==> src/rtl/olink_tx_framer.sv <==
// Optical-link TX framer: 32-bit payload stream in, 16-bit/cycle GTX words out.
// Frames are wrapped in SOF/trailer/EOF slots, gaps are IDLE, and every COMMA_PERIOD-th slot is a comma.
module olink_tx_framer #(
    parameter int COMMA_PERIOD = 64,
    parameter int MAX_WORDS    = 4095
) (
    input  logic        clk_link,
    input  logic        reset,
    input  logic [31:0] in_d,
    input  logic        in_sop,
    input  logic        in_eop,
    input  logic        in_valid,
    output logic        in_ready,
    output logic [15:0] tx_d,
    output logic [1:0]  tx_k,
    output logic [31:0] frames_sent,
    output logic [31:0] words_dropped,
    output logic [31:0] commas_sent
);

    localparam int SLOT_W = (COMMA_PERIOD > 1) ? $clog2(COMMA_PERIOD) : 1;

    localparam logic [31:0] W_COMMA = 32'h0000_00BC;
    localparam logic [31:0] W_IDLE  = 32'hF7F7_F7F7;
    localparam logic [31:0] W_SOF   = 32'hFBFB_FBFB;
    localparam logic [31:0] W_EOF   = 32'hFDFD_FDFD;

    typedef enum logic [2:0] {
        ST_IDLE,
        ST_SOF,
        ST_PAYLOAD,
        ST_TRAILER,
        ST_EOF
    } state_t;

    state_t             state_q, state_d;
    logic               half_q;
    logic [SLOT_W-1:0]  slot_q;
    logic [11:0]        count_q, count_d;
    logic [15:0]        csum_q, csum_d;
    logic [1:0]         status_q, status_d;
    logic [31:0]        frames_q, frames_d;
    logic [31:0]        dropped_q, dropped_d;
    logic [31:0]        commas_q, commas_d;
    logic [31:0]        slot_word_d;
    logic [3:0]         slot_k_d;
    logic [15:0]        tx_d_q, hi_d_q;
    logic [1:0]         tx_k_q, hi_k_q;
    logic               comma_slot;
    logic               decide;
    logic               accept;

    function automatic logic [15:0] fold16(input logic [31:0] w);
        return w[31:16] ^ w[15:0];
    endfunction

    assign comma_slot = (slot_q == '0);
    assign decide     = !half_q && !comma_slot;

    // Ready never depends on in_valid; the first payload slot takes the held sop word.
    always_comb begin
        in_ready = 1'b0;
        if (decide) begin
            case (state_q)
                ST_IDLE:    in_ready = !in_sop;
                ST_PAYLOAD: in_ready = (count_q == 12'd0) || !in_sop;
                default:    in_ready = 1'b0;
            endcase
        end
    end

    assign accept = in_valid && in_ready;

    always_comb begin
        state_d     = state_q;
        count_d     = count_q;
        csum_d      = csum_q;
        status_d    = status_q;
        frames_d    = frames_q;
        dropped_d   = dropped_q;
        commas_d    = commas_q;
        slot_word_d = W_IDLE;
        slot_k_d    = 4'b1111;

        if (!half_q && comma_slot) begin
            slot_word_d = W_COMMA;
            slot_k_d    = 4'b0001;
            commas_d    = commas_q + 32'd1;
        end else if (decide) begin
            case (state_q)
                ST_IDLE: begin
                    if (in_valid && in_sop) begin
                        slot_word_d = W_SOF;
                        state_d     = ST_PAYLOAD;
                    end else if (accept) begin
                        dropped_d = dropped_q + 32'd1;
                    end
                end
                ST_SOF: begin
                    slot_word_d = W_SOF;
                    state_d     = ST_PAYLOAD;
                end
                ST_PAYLOAD: begin
                    if (accept) begin
                        slot_word_d = in_d;
                        slot_k_d    = 4'b0000;
                        count_d     = count_q + 12'd1;
                        csum_d      = csum_q ^ fold16(in_d);
                        if (in_eop) begin
                            state_d = ST_TRAILER;
                        end else if (count_d == 12'(MAX_WORDS)) begin
                            status_d[0] = 1'b1;
                            state_d     = ST_TRAILER;
                        end
                    end else if (in_valid) begin
                        // A new sop while a frame is open aborts the current one.
                        status_d[1] = 1'b1;
                        state_d     = ST_TRAILER;
                    end
                end
                ST_TRAILER: begin
                    slot_word_d = {2'b00, status_q, count_q, csum_q};
                    slot_k_d    = 4'b0000;
                    state_d     = ST_EOF;
                end
                ST_EOF: begin
                    slot_word_d = W_EOF;
                    frames_d    = frames_q + 32'd1;
                    count_d     = '0;
                    csum_d      = '0;
                    status_d    = '0;
                    state_d     = ST_IDLE;
                end
                default: state_d = ST_IDLE;
            endcase
        end
    end

    always_ff @(posedge clk_link) begin
        if (reset) begin
            half_q    <= 1'b0;
            slot_q    <= '0;
            state_q   <= ST_IDLE;
            count_q   <= '0;
            csum_q    <= '0;
            status_q  <= '0;
            frames_q  <= '0;
            dropped_q <= '0;
            commas_q  <= '0;
            tx_d_q    <= 16'hF7F7;
            tx_k_q    <= 2'b11;
        end else begin
            half_q <= !half_q;
            if (half_q) begin
                slot_q <= (slot_q == SLOT_W'(COMMA_PERIOD - 1)) ? '0 : slot_q + 1'b1;
            end
            state_q   <= state_d;
            count_q   <= count_d;
            csum_q    <= csum_d;
            status_q  <= status_d;
            frames_q  <= frames_d;
            dropped_q <= dropped_d;
            commas_q  <= commas_d;
            if (!half_q) begin
                tx_d_q <= slot_word_d[15:0];
                tx_k_q <= slot_k_d[1:0];
            end else begin
                tx_d_q <= hi_d_q;
                tx_k_q <= hi_k_q;
            end
        end
    end

    // High half waits one cycle behind the low half.
    always_ff @(posedge clk_link) begin
        if (!half_q) begin
            hi_d_q <= slot_word_d[31:16];
            hi_k_q <= slot_k_d[3:2];
        end
    end

    assign tx_d          = tx_d_q;
    assign tx_k          = tx_k_q;
    assign frames_sent   = frames_q;
    assign words_dropped = dropped_q;
    assign commas_sent   = commas_q;

endmodule

==> config.mk <==
export PLATFORM = sky130hd
export DESIGN_NAME = olink_tx_framer
export DESIGN_NICKNAME = d
export VERILOG_FILES = /design/src/rtl/olink_tx_framer.sv
export SDC_FILE = /design/constraint.sdc
export NUM_CORES = 1
export LEC_CHECK = 0
export BUFFER_PORTS_ARGS = -buffer_cell sky130_fd_sc_hd__buf_2
export CAP_MARGIN = 5
export CORE_MARGIN = 2
export CORE_UTILIZATION = 35
export CTS_CLUSTER_SIZE = 28
export DETAILED_ROUTE_END_ITERATION = 8
export GPL_ROUTABILITY_DRIVEN = 0
export GPL_TIMING_DRIVEN = 0
export HOLD_SLACK_MARGIN = 0.06
export PLACE_DENSITY = 0.62
export SYNTH_ARGS = -nofsm -noshare
export SYNTH_HDL_FRONTEND = slang
export SYNTH_SLANG_ARGS = --single-unit
==> constraint.sdc <==
create_clock -name clk_link -period 2.85 [get_ports clk_link]
set_clock_uncertainty 0.2 [all_clocks]
set_input_delay 0.57 -clock clk_link [delete_from_list [all_inputs] [get_ports clk_link]]
set_output_delay 0.57 -clock clk_link [all_outputs]
set_load 0.03 [all_outputs]
Word level (Yosys, flattened, before mapping)
Index checks and enable logic that the tools add are counted.

operators by class
  $add $sub $neg = 5
  $mul = 0
  div/mod/pow operators = 0
  magnitude comparators = 0
  equal/unequal tests = 14
  shift operators = 0
  mux-type cells = 30
  bitwise operators = 5
  reductions and logical operators = 19

operator list
  cell                   number
  $pmux 32 s5            1
  $add 32x1->32 const B  3
  $mux 32                2
  $mux 16                3
  $pmux 16 s2            1
  $xor 16x16->16         2
  $mux 28                1
  $pmux 12 s2            1
  $mux 3                 5
  $reduce_and 5->1       3
  $add 12x1->12 const B  1
  $eq 12x12->1 const B   1
  $logic_not 12->1       1
  $mux 12                1
  $ne 2x2->1 const B     6
  $pmux 3 s4             1
  $mux 4                 2
  $pmux 4 s2             1
  $add 6x1->6 const B    1
  $eq 3x2->1 const B     2
  $eq 6x6->1 const B     1
  $logic_not 6->1        1
  $mux 1                 6
  $mux 6                 1
  17 further kinds       25

storage, ports and cells
  register bits = 172
  bits in latches = 0
  bits in writable memories = 0
  memory bits (read-only) = 0
  output and inout bits = 115
  memories kept = 0

Depth between registers and ports, before layout
Gate-level depths: netlist of the first run.

  depth after elaboration = 10
  mapped depth = 11

Worst setup path before layout of the first run
No wires, ideal clock.

  kind = register -> register
  start = register count_q[0]
  end = register hi_d_q[12] (data pin)
  library setup time = 281 ps
  arrival time = 2,028 ps
  required time = 2,369 ps
  path slack = 341 ps
  stages on the path, launching flop included = 10
  buffers on the path = 1
  clock period less this slack = 2,509 ps
  cells stage by stage = dfxtp_1 > inv_1 > ha_1 > nor4b_1 > a31oi_1 > nand4b_1 > a21o_1 > nor2_1 > clkbuf_1 > a21oi_1

on the way
  longest elaborated chain between the ends = 8

ends and longest elaborated chain
  element                 line  source
  start, declared         39    logic [11:0] count_q, count_d;
  start signal, assigned  158   count_q <= count_d;
  $logic_not 12->1        66    ST_PAYLOAD: in_ready = (count_q == 12'd0) || !in_sop;
  $logic_or 1x1->1        66
  $pmux 1 s2              64    case (state_q)
  $mux 1                  63    if (decide) begin
  $logic_and 1x1->1       72    assign accept = in_valid && in_ready;
  $mux 32                 104   if (accept) begin
  $pmux 32 s5             90    case (state_q)
  $mux 32                 89    end else if (decide) begin
  end signal, assigned    177   hi_d_q <= slot_word_d[31:16];
  end, declared           47    logic [15:0] tx_d_q, hi_d_q;

Every way passes these cells.
A chain may end at the register's enable or synchronous reset.

Worst setup path after layout of the first run
  start = register slot_q[2]
  end = output port in_ready

on the way
  longest elaborated chain between the ends = 4

ends and longest elaborated chain
  element                 line  source
  start, declared         38    logic [SLOT_W-1:0] slot_q;
  start signal, assigned  155   slot_q <= (slot_q == SLOT_W'(COMMA_PERIOD - 1)) ? '0 : slot_q + 1'b1;
  $logic_not 6->1         57    assign comma_slot = (slot_q == '0);
  $logic_not 1->1         58    assign decide = !half_q && !comma_slot;
  $logic_and 1x1->1       58
  $mux 1                  63
  end, declared           13    output logic in_ready,

Every way passes these cells.

==> metrics.md, run 1 <==
| Metric | Value |
|---|---|
| Status | complete, no violations |
| Hold depth | 3 |
| Slew Limit Fails | 0 |
| Hold_sp | in_d[14] |
| 1st-iter DRT viols | 548 |
| Storage element area | 0.00360 mm² |
| Mapped Nets | roughly 960 |
| TNS Setup | 0 ns |
| Dominant cell by count in the synthesized netlist | dfxtp_1 |
| Vias | 7,319 |
| Vias/cell | about 5.3 |
| Final antenna-violating net count | 0 |
| Area Overhead vs Synth | 22.4% |
| DP Wirelength | 15,900 µm |
| Yosys top cell by area | dfxtp_1 |
| Hold Fails Final Rpt | 0 |
| Die ar. | 0.0241 mm² |
| Multi-input logic area | roughly 0.0042 mm² |
| Worst hold path type | input pin to flip-flop |
| CTS tree | yes |
| Pwr/cell area | 534 mW/mm² |
| Netlist cell types | 58 |
| Register area share after synthesis | 44.8% |
| First-pass DRT Iterations | 5 |
| CTS clk-pin slew, worst paths | roughly 0.070 ns |
| Clock sinks | 171 |
| Slew margin rel. | about two fifths |
| Asr flop ratio synth | 0% |
| Internal power | 3.81 mW |
| Final #Nets | roughly 1.1k |
| Synth Warn # | 0 |
| Worst reg2reg path depth | 7 |
| Switching power | 1.42 mW |
| WP data arrival | roughly 2.0 ns |
| Maximum clock frequency | 0.356 GHz |
| Placement row count | 55 |
| RR Startpoint | state_q[1] |
| Worst VDD drop | 0.000398 V |
| Share of layout cells above drive strength 1 | 21.8% |
| Drt total wl | 22,400 µm |
| Crit path max fanout | 7 |
| Pleak | 3.76 nW |
| Total core area | about 0.023 mm² |
| CP peak stage delay | 0.52 ns |
| Clock Latency Late Sink | approximately 0.43 ns |
| Clock H-tree levels | 4 |
| Synth Cell Area | approximately 0.008 mm² |
| Type of the worst setup path | flip-flop to output port |
| Post-layout util | ~43% |
| Hold Crit Endpoint | tx_d[14] |
| Synthesized area per cell | just under 9 µm² |
| Share of the synthesized area in the top cell type | 38.5% |
| Top cells by count, synth | dfxtp_1 (154), nor2_1 (120), a21oi_1 (68), nand2_1 (67), xor2_1 (65) |
| Worst-case clock buffer depth | 2 |
| Worst-margin pin slew | 0.872 ns |
| Port Buffers | 151 |
| Crit start category | flip-flop |
| RSZ-0062 raised after global routing | yes |
| DRC | 0 |
| CTS Buf Count | 17 |
| Top_reg_cell synth | dfxtp_1 |
| CP Data Required Time | 2.08 ns |
| Synth Instances | 911 |
| Reg power frac | 48.6% |
| GRT Util Overall | 18.4% |
| Die W | 155 µm |
| #FFs+latches synth | between 150 and 200 |
| Final period utilization | 98.5% |
| Register-to-register setup slack | 0.14 ns |
| Main area contributors after synthesis | dfxtp_1 (38%), xor2_1 (7.1%), edfxtp_1 (6.4%) |
| Fillers | 2,291 |
| Worst-path cell chain | or4_4 -> buf_6 -> o21a_4 -> nand3b_1 -> inv_1 -> buf_4 |
| Final setup viols | 0 |
| Critical-path top delay cell | or4_4 |
| Initial core utilization | a little over a third |
| Max_cap viols | 0 |
| Routed wire per std cell | between 15 and 20 µm |
| Reg-to-reg endpoint | words_dropped[24] |
| Boundary Pins | 152 |
| Vias in the first global route | 6,824 |
| Largest net degree at the start of global routing | 26 |
| Antenna violations before repair | 0 |
| Combinational power share | 9.7% |
| Overflow left after global routing | 0 |
| Die Y | 155 µm |
| Root buffer cell | clkbuf_16 |
| Global-route wire length before repair | 35,600 µm |
| N_diodes | 0 |
| Number of synthesized flops with an enable pin | 17 |
| Clock share of power | 41.6% |
| Sw Ratio | 27.2% |
| Cts hold-fix bufs | 0 |
| Min cycle time layout | 2.81 ns |
| Worst setup EP type | output port |
| Power Total | 5.23 mW |
how the worst max path moves through the flow:
stage	startpoint	endpoint	slack (ns)	depth (start not counted)
after floorplan	count_q[0]	hi_d_q[12]	0.34	9
after detailed placement	half_q	csum_q[12]	-0.64	9
after global placement	half_q	csum_q[13]	-0.64	9
after CTS	slot_q[0]	words_dropped[28]	-0.25	8
after global routing	state_q[1]	words_dropped[21]	-0.09	7
final	slot_q[2]	in_ready	0.04	6
metrics by stage:
stage / hold slack (ns) / worst slack, ns / std cells / area (µm²)
after floorplan: 0.222 / 0.341 / 911 / 8010
after global placement: 0.233 / -0.643 / 1347 / 9130
after detailed placement: 0.238 / -0.644 / 1347 / 9130
after CTS: 0.215 / -0.247 / 1380 / 9720
after global routing: 0.261 / -0.0899 / 1386 / 9810
final: 0.222 / 0.0423 / 1386 / 9810
power groups by stage:
stage | sequential, mW | combinational, mW | clock, mW
floorplan | 2.67 | 0.247 | 0
global placement | 2.60 | 0.486 | 0
detailed placement | 2.60 | 0.489 | 0
CTS | 2.55 | 0.496 | 2.22
global route | 2.55 | 0.550 | 2.31
finish | 2.55 | 0.508 | 2.18
repair_timing:
| action | in CTS | in global routing |
|---|---|---|
| gates resized for setup | 16 | 17 |
| setup endpoints to repair | 86 | 58 |
| hold endpoints to repair | 0 | 0 |
| pin swaps | 0 | 1 |
| buffers inserted | 1 | 4 |
metal layers:
layer / up-vias / share of wire [%] / GRT usage, %
met5: - / 0 / 0
met3: 26 / 5.9 / 4.12
met2: 227 / 47 / 30.3
met1: 3491 / 46 / 24.1
met4: 0 / 1.5 / 5.64
li1: 3575 / - / -
cells in the final DEF (no fill, tap or decap), types with 5 or more instances in the layout:
cell type and instances:
buf_2 152, dfxtp_1 152, nor2_1 117, a21oi_1 68
nand2_1 66, xor2_1 65, nand3_1 46, xnor2_1 41
o21ai_0 38, clkbuf_1 37, nand4_1 31, or3_1 25
inv_1 17, nor3_1 17, clkbuf_16 17, edfxtp_1 17
mux2_2 15, and4_1 13, mux2i_1 12, and3_1 11
nor4_1 11, and2_1 9, buf_4 8, ha_1 8
a31oi_1 7, o211ai_1 6, inv_6 5
cell families (layout without fill, tap and decap cells):
| family | count (synthesis) | after routing | synth area share [%] |
|---|---|---|---|
| AND/OR/NAND/NOR | 383 | 383 | 24.4 |
| adder cells (fa/ha/maj) | 8 | 8 | 1.25 |
| AO/OA/AOI/OAI | 150 | 150 | 11.0 |
| buffers and inverters | 66 | 256 | 3.36 |
| flip-flops | 171 | 171 | 44.8 |
| multiplexers | 27 | 27 | 3.61 |
| XOR/XNOR | 106 | 106 | 11.6 |
sequential cells by signal, summed over array words and instances, names as in the netlist:
| signal | cells |
|---|---|
| commas_sent | 32 |
| count_q | 12 |
| csum_q | 16 |
| frames_sent | 32 |
| half_q | 1 |
| hi_d_q | 16 |
| hi_k_q | 1 |
| slot_q | 6 |
| state_q | 3 |
| status_q | 2 |
| tx_d | 16 |
| tx_k | 2 |
| words_dropped | 32 |
layout make-up:
cell class              count  share of cell area, %
well taps                 285                   3.64
inverters                  19                  0.778
multi-input cells         674                   43.0
flip-flops and latches    171                   36.7
clock inverters            14                   1.11
plain buffers              47                   2.19
clock buffers              18                   4.38
repair buffers            158                   8.21
worst max-delay path, delay by kind of cell, from the launching register on:
family / cells / cell delay, ns
buffers and inverters: 3 / 0.43
and+or+nand+nor: 2 / 0.62
DFF: 1 / 0.35
AOI/OAI and AO/OA: 1 / 0.22
Note: power is estimated with default switching activity, not from simulation.
==> run 2: changes to the inputs <==
--- a/config.mk
+++ b/config.mk
@@ -7,14 +7,16 @@
 export LEC_CHECK = 0
 export BUFFER_PORTS_ARGS = -buffer_cell sky130_fd_sc_hd__buf_2
 export CAP_MARGIN = 5
+export CELL_PAD_IN_SITES_DETAIL_PLACEMENT = 1
+export CELL_PAD_IN_SITES_GLOBAL_PLACEMENT = 2
 export CORE_MARGIN = 2
-export CORE_UTILIZATION = 35
+export CORE_UTILIZATION = 33
 export CTS_CLUSTER_SIZE = 28
 export DETAILED_ROUTE_END_ITERATION = 8
 export GPL_ROUTABILITY_DRIVEN = 0
 export GPL_TIMING_DRIVEN = 0
 export HOLD_SLACK_MARGIN = 0.06
-export PLACE_DENSITY = 0.62
+export PLACE_DENSITY = 0.86
 export SYNTH_ARGS = -nofsm -noshare
 export SYNTH_HDL_FRONTEND = slang
 export SYNTH_SLANG_ARGS = --single-unit
==> metrics.md, run 2 (same netlist as run 1, synthesis figures left out) <==
| Metric | Value |
|---|---|
| WP data arrival | ~2 ns |
| Final setup viols | 0 |
| Post-layout util | between 40% and 50% |
| Clock sinks | ~170 |
| DRC | 0 |
| Worst-margin pin slew | about 0.9 ns |
| Reg power frac | a little under half |
| CTS tree | yes |
| Routed wire per std cell | 17.3 µm |
| Storage element area | 0.00360 mm² |
| Port Buffers | 151 |
| Final period utilization | ~99% |
| Max_cap viols | 0 |
| Clock H-tree levels | 4 |
| Vias | 7,353 |
| Sw Ratio | 27.0% |
| Worst reg2reg path depth | 6 |
| Min Hold Slack | 0.250 ns |
| Largest net degree at the start of global routing | 26 |
| Boundary Pins | 152 |
| Die W | about 160 µm |
| DP Wirelength | 18,100 µm |
| Type of the worst setup path | flip-flop to output port |
| Area Overhead vs Synth | 23.9% |
| Slew Limit Fails | 0 |
| N_diodes | 0 |
| Internal power | 3.93 mW |
| Hold depth | 3 |
| DP Worst Slack | -0.767 ns |
| Hold Fails Final Rpt | 0 |
| Status | complete, no violations |
| Combinational power share | 9.5% |
| Hold Crit Endpoint | tx_d[14] |
| Top sig layer | met4 |
| Total core area | approximately 0.024 mm² |
| Hold_sp | in_d[14] |
| Vias/cell | 5.16 |
| Clock share of power | 43.2% |
| Share of layout cells above drive strength 1 | 22.4% |
| Register-to-register setup slack | 0.03 ns |
| Final #Nets | roughly 1.1k |
| Fillers | a little under 3k |
| Worst setup EP type | output port |
| Metal3 WL | 1020 µm |
| Worst hold path type | input pin to flip-flop |
| Switching power | 1.46 mW |
| Power Total | 5.39 mW |
| CTS Buf Count | 17 |
| First-pass DRT Iterations | 5 |
| Overflow left after global routing | 0 |
| Final antenna-violating net count | 0 |
| RR Startpoint | slot_q[5] |
| Placement row count | 57 |
| Multi-input logic area | ~0.0042 mm² |
| Clock Latency Late Sink | 0.44 ns |
| Worst VDD drop | 0.000276 V |
| Min cycle time layout | 2.83 ns |
| Highest-count cells in the layout ignoring fill and taps | buf_2 (152), dfxtp_1 (151), nor2_1 (116) |
| Crit path max fanout | 7 |
| CP Data Required Time | 2.08 ns |
| Initial core utilization | about a third |
| Slew margin rel. | approximately two fifths |
| Pleak | 3.80 nW |
| Met2 WL post-DR | 12,000 µm |
| Antenna violations before repair | 0 |
| Crit start category | flip-flop |
| Leading cell type in the layout, fill and taps excluded | buf_2 |
| RSZ-0062 raised after global routing | yes |
| Design Area, Final | 0.00993 mm² |
| CTS clk-pin slew, worst paths | 0.07 ns |
| Post-place instance area | around 0.009 mm² |
| Setup ws final | 0.0206 ns |
| Global-route wire length before repair | ~40,000 µm |
| Die ar. | ~0.026 mm² |
| Crit path from | slot_q[5] |
| GRT Util Overall | 19.4% |
| Maximum clock frequency | between 0.3 and 0.4 GHz |
| Vias in the first global route | 7,480 |
| Worst-case clock buffer depth | 2 |
| Pwr/cell area | around 540 mW/mm² |
| Die Y | 160 µm |
| Drt total wl | 24,700 µm |
| Root buffer cell | clkbuf_16 |
| Reg-to-reg endpoint | csum_q[6] |
| M1 WL | around 11,000 µm |
| 1st-iter DRT viols | roughly 320 |
## run 2: worst max path at each step
stage | cells after the start | to | slack, ns
final | 6 | in_ready | 0.02
after detailed placement | 9 | csum_q[10] | -0.77
after global routing | 8 | words_dropped[26] | -0.21
after floorplan | 9 | hi_d_q[12] | 0.34
after CTS | 8 | frames_sent[13] | -0.02
after global placement | 9 | csum_q[13] | -0.67
## run 2: worst max-delay path: stages, from the launching register on
cell,delay (ns)
dfxtp_1,0.33
or4_4,0.53
buf_6,0.16
o21a_2,0.24
nand3b_1,0.12
inv_1,0.07
buf_4,0.17
## run 2: cell type report
cell class | count | area share, %
Timing Repair Buffer | 159 | 8.24
Clock inverter | 13 | 1.31
Tap cell | 324 | 4.08
Clock buffer | 19 | 4.46
Inverter | 19 | 0.769
Multi-Input combinational cell | 674 | 42.8
Sequential cell | 171 | 36.2
Buffer | 46 | 2.09
## run 2: power by group through the flow
stage | clock network [mW] | logic, mW | registers, mW
2_1_floorplan | 0 | 0.247 | 2.67
3_3_place_gp | 0 | 0.491 | 2.60
3_5_place_dp | 0 | 0.497 | 2.60
4_1_cts | 2.39 | 0.506 | 2.55
5_1_grt | 2.50 | 0.558 | 2.56
6_report | 2.33 | 0.510 | 2.55
## run 2: metal layers
| layer | vias to the layer above | track usage [%] |
|---|---|---|
| met5 | - | 0 |
| met4 | 0 | 7.66 |
| met3 | 45 | 3.95 |
| met2 | 166 | 32.9 |
| met1 | 3568 | 24.3 |
| li1 | 3574 | - |
## run 2: metrics by stage
step	setup TNS (ns)	instances
CTS	-0.0341	1420
global route	-2.80	1425
finish	0	1425
detailed placement	-33.85	1386
global placement	-28.97	1386
floorplan	0	911
## run 2: timing repair
item | CTS | global route
cloned | 0 | 0
setup buffers | 2 | 6
pin swaps | 2 | 4
endpoints found under the setup margin | 100 | 67
hold buffers | 0 | 0
gates resized for setup | 20 | 16
==> run 3: changes to the inputs <==
--- a/config.mk
+++ b/config.mk
@@ -17,6 +17,7 @@
 export GPL_TIMING_DRIVEN = 0
 export HOLD_SLACK_MARGIN = 0.06
 export PLACE_DENSITY = 0.86
+export REMOVE_ABC_BUFFERS = 1
 export SYNTH_ARGS = -nofsm -noshare
 export SYNTH_HDL_FRONTEND = slang
 export SYNTH_SLANG_ARGS = --single-unit
==> metrics.md, run 3 (same netlist as run 1, synthesis figures left out) <==
| Metric | Value |
|---|---|
| Slew margin rel. | approximately 54% |
| TNS Setup | 0 ns |
| Worst VDD drop | ~0.00034 V |
| DRC | 0 |
| Met3 Track Usage GR | 4.78% |
| Slew Limit Fails | 0 |
| Non-filler cells, final | 1,393 |
| Routed wire per std cell | between 15 and 20 µm |
| Drt total wl | 23,600 µm |
| Vias | 7,166 |
| First-pass DRT Iterations | 6 |
| Global-route wire length before repair | 38,800 µm |
| Antenna violations before repair | 0 |
| Reg-to-reg endpoint | tx_d[10] |
| Hold_sp | in_d[3] |
| Setup ws final | between 0.09 and 0.1 ns |
| Final period utilization | a little over nine tenths |
| Overflow left after global routing | 0 |
| Die ar. | 0.0255 mm² |
| Register-to-register setup slack | 0.12 ns |
| Die Y | 160 µm |
| WP data arrival | 1.99 ns |
| CTS clk-pin slew, worst paths | about 0.07 ns |
| Post-layout util | 41.4% |
| Share of layout cells above drive strength 1 | 24.2% |
| Worst-margin pin slew | around 0.7 ns |
| Vias in the first global route | 7,275 |
| Leading cell type in the layout, fill and taps excluded | buf_2 |
| Initial core utilization | 33.2% |
| Largest net degree at the start of global routing | just under 70 |
| Worst path top cell family by delay | simple AND/OR/NAND/NOR gates |
| Post-place instance area | 0.00907 mm² |
| Boundary Pins | 152 |
| Final antenna-violating net count | 0 |
| Type of the worst setup path | flip-flop to output port |
| Crit start category | flip-flop |
| CP Data Required Time | around 2.1 ns |
| CTS tree | yes |
| Die W | between 150 and 200 µm |
| Hold depth | 3 |
| Maximum clock frequency | 0.363 GHz |
| Worst-path cell chain | or4_4 -> o21a_4 -> nand3b_1 -> inv_1 -> clkbuf_4 |
| GRT Util Overall | 18.6% |
| Most Used Layer, Global Route | met2 |
| Worst-case clock buffer depth | 2 |
| M2 GR Usage | 30.6% |
| Pwr/cell area | 550 mW/mm² |
| Final setup viols | 0 |
| GRT met1 Usage | 24.3% |
| N_diodes | 0 |
| Clock Latency Late Sink | around 0.42 ns |
| Max_cap viols | 0 |
| Total core area | 0.0241 mm² |
| Crit path buffers/inverters | 2 |
| CP peak stage delay | ~0.63 ns |
| 1st-iter DRT viols | between 300 and 400 |
| Design Area, Final | 0.00999 mm² |
| Critical-path top delay cell | or4_4 |
| Highest-count cells in the layout ignoring fill and taps | buf_2 (149), dfxtp_1 (148), nor2_1 (116) |
| Status | complete, no violations |
| CTS Buf Count | 17 |
| Clock sinks | 171 |
| RR Startpoint | slot_q[5] |
| Area Overhead vs Synth | 24.7% |
| Worst reg2reg path depth | 4 |
| Pleak | 3.84 nW |
| Worst hold path type | input pin to flip-flop |
| DP Worst Slack | -1.86 ns |
| Hold Crit Endpoint | tx_d[3] |
| Port Buffers | 151 |
| Placement row count | 57 |
| DP Wirelength | around 16,000 µm |
| Min cycle time layout | 2.76 ns |
| Final #Nets | 1,101 |
| Crit path max fanout | 7 |
| Hold Fails Final Rpt | 0 |
| Placed Cells | 1,342 |
| Vias/cell | 5.14 |
| Clock H-tree levels | 4 |
| Root buffer cell | clkbuf_16 |
| Worst setup EP type | output port |
-- run 3: changes by cell type in the layout (fill, tap and decap cells not counted), moves of 3 or more --
| cell | delta |
|---|---|
| nor2_4 | +3 |
| buf_4 | +5 |
| dfxtp_1 | -3 |
| clkbuf_1 | -36 |
| clkinvlp_4 | +4 |
| buf_2 | -3 |
| dfxtp_4 | +3 |
-- run 3: per-layer routing --
layer / routed length (µm) / part of all wire (%)
met3: 1460 / 6.2
met5: 0 / 0
met4: 346 / 1.5
met1: 10900 / 46
met2: 10900 / 46
-- run 3: worst min-delay path, cell delays in order --
cell and delay (ns):
buf_2 0.12, nand2_1 0.06, a31oi_1 0.09
-- run 3: how the worst max path moves through the flow --
stage               startpoint  cells past startpoint         to
finish               slot_q[5]                      5   in_ready
detailed placement      half_q                      6  csum_q[9]
global route        count_q[1]                      7   in_ready
global placement    state_q[1]                      6  csum_q[8]
floorplan           state_q[1]                      6  csum_q[0]
CTS                 count_q[0]                      7   in_ready
-- run 3: layout make-up --
cell class	count	area (µm²)
well taps	324	405
clock buffers	17	425
multi-input cells	675	4310
repair buffers	172	978
inverters	19	77.6
clock inverters	15	185
flip-flops and latches	171	3610
fillers	2921	14100
-- run 3: timing repair --
item                       in CTS  in global routing
buffers inserted               14                  4
hold buffers                    0                  0
resized for setup              28                  9
gates cloned                    1                  0
setup endpoints to repair     146                 47
pin swaps                       8                  5
hold endpoints to repair        0                  0
-- run 3: power breakdown --
group | total [mW] | internal [mW] | switching [mW]
combinational | 0.494 | 0.174 | 0.319
clock | 2.43 | 1.39 | 1.04
sequential | 2.57 | 2.51 | 0.0572
-- run 3: metrics by stage --
| step | total power, mW | hold slack (ns) |
|---|---|---|
| 3_5_place_dp | 3.09 | 0.254 |
| 3_3_place_gp | 3.07 | 0.236 |
| 5_1_grt | 5.73 | 0.254 |
| 4_1_cts | 5.57 | 0.242 |
| 6_report | 5.50 | 0.267 |
| 2_1_floorplan | 2.88 | 0.222 |
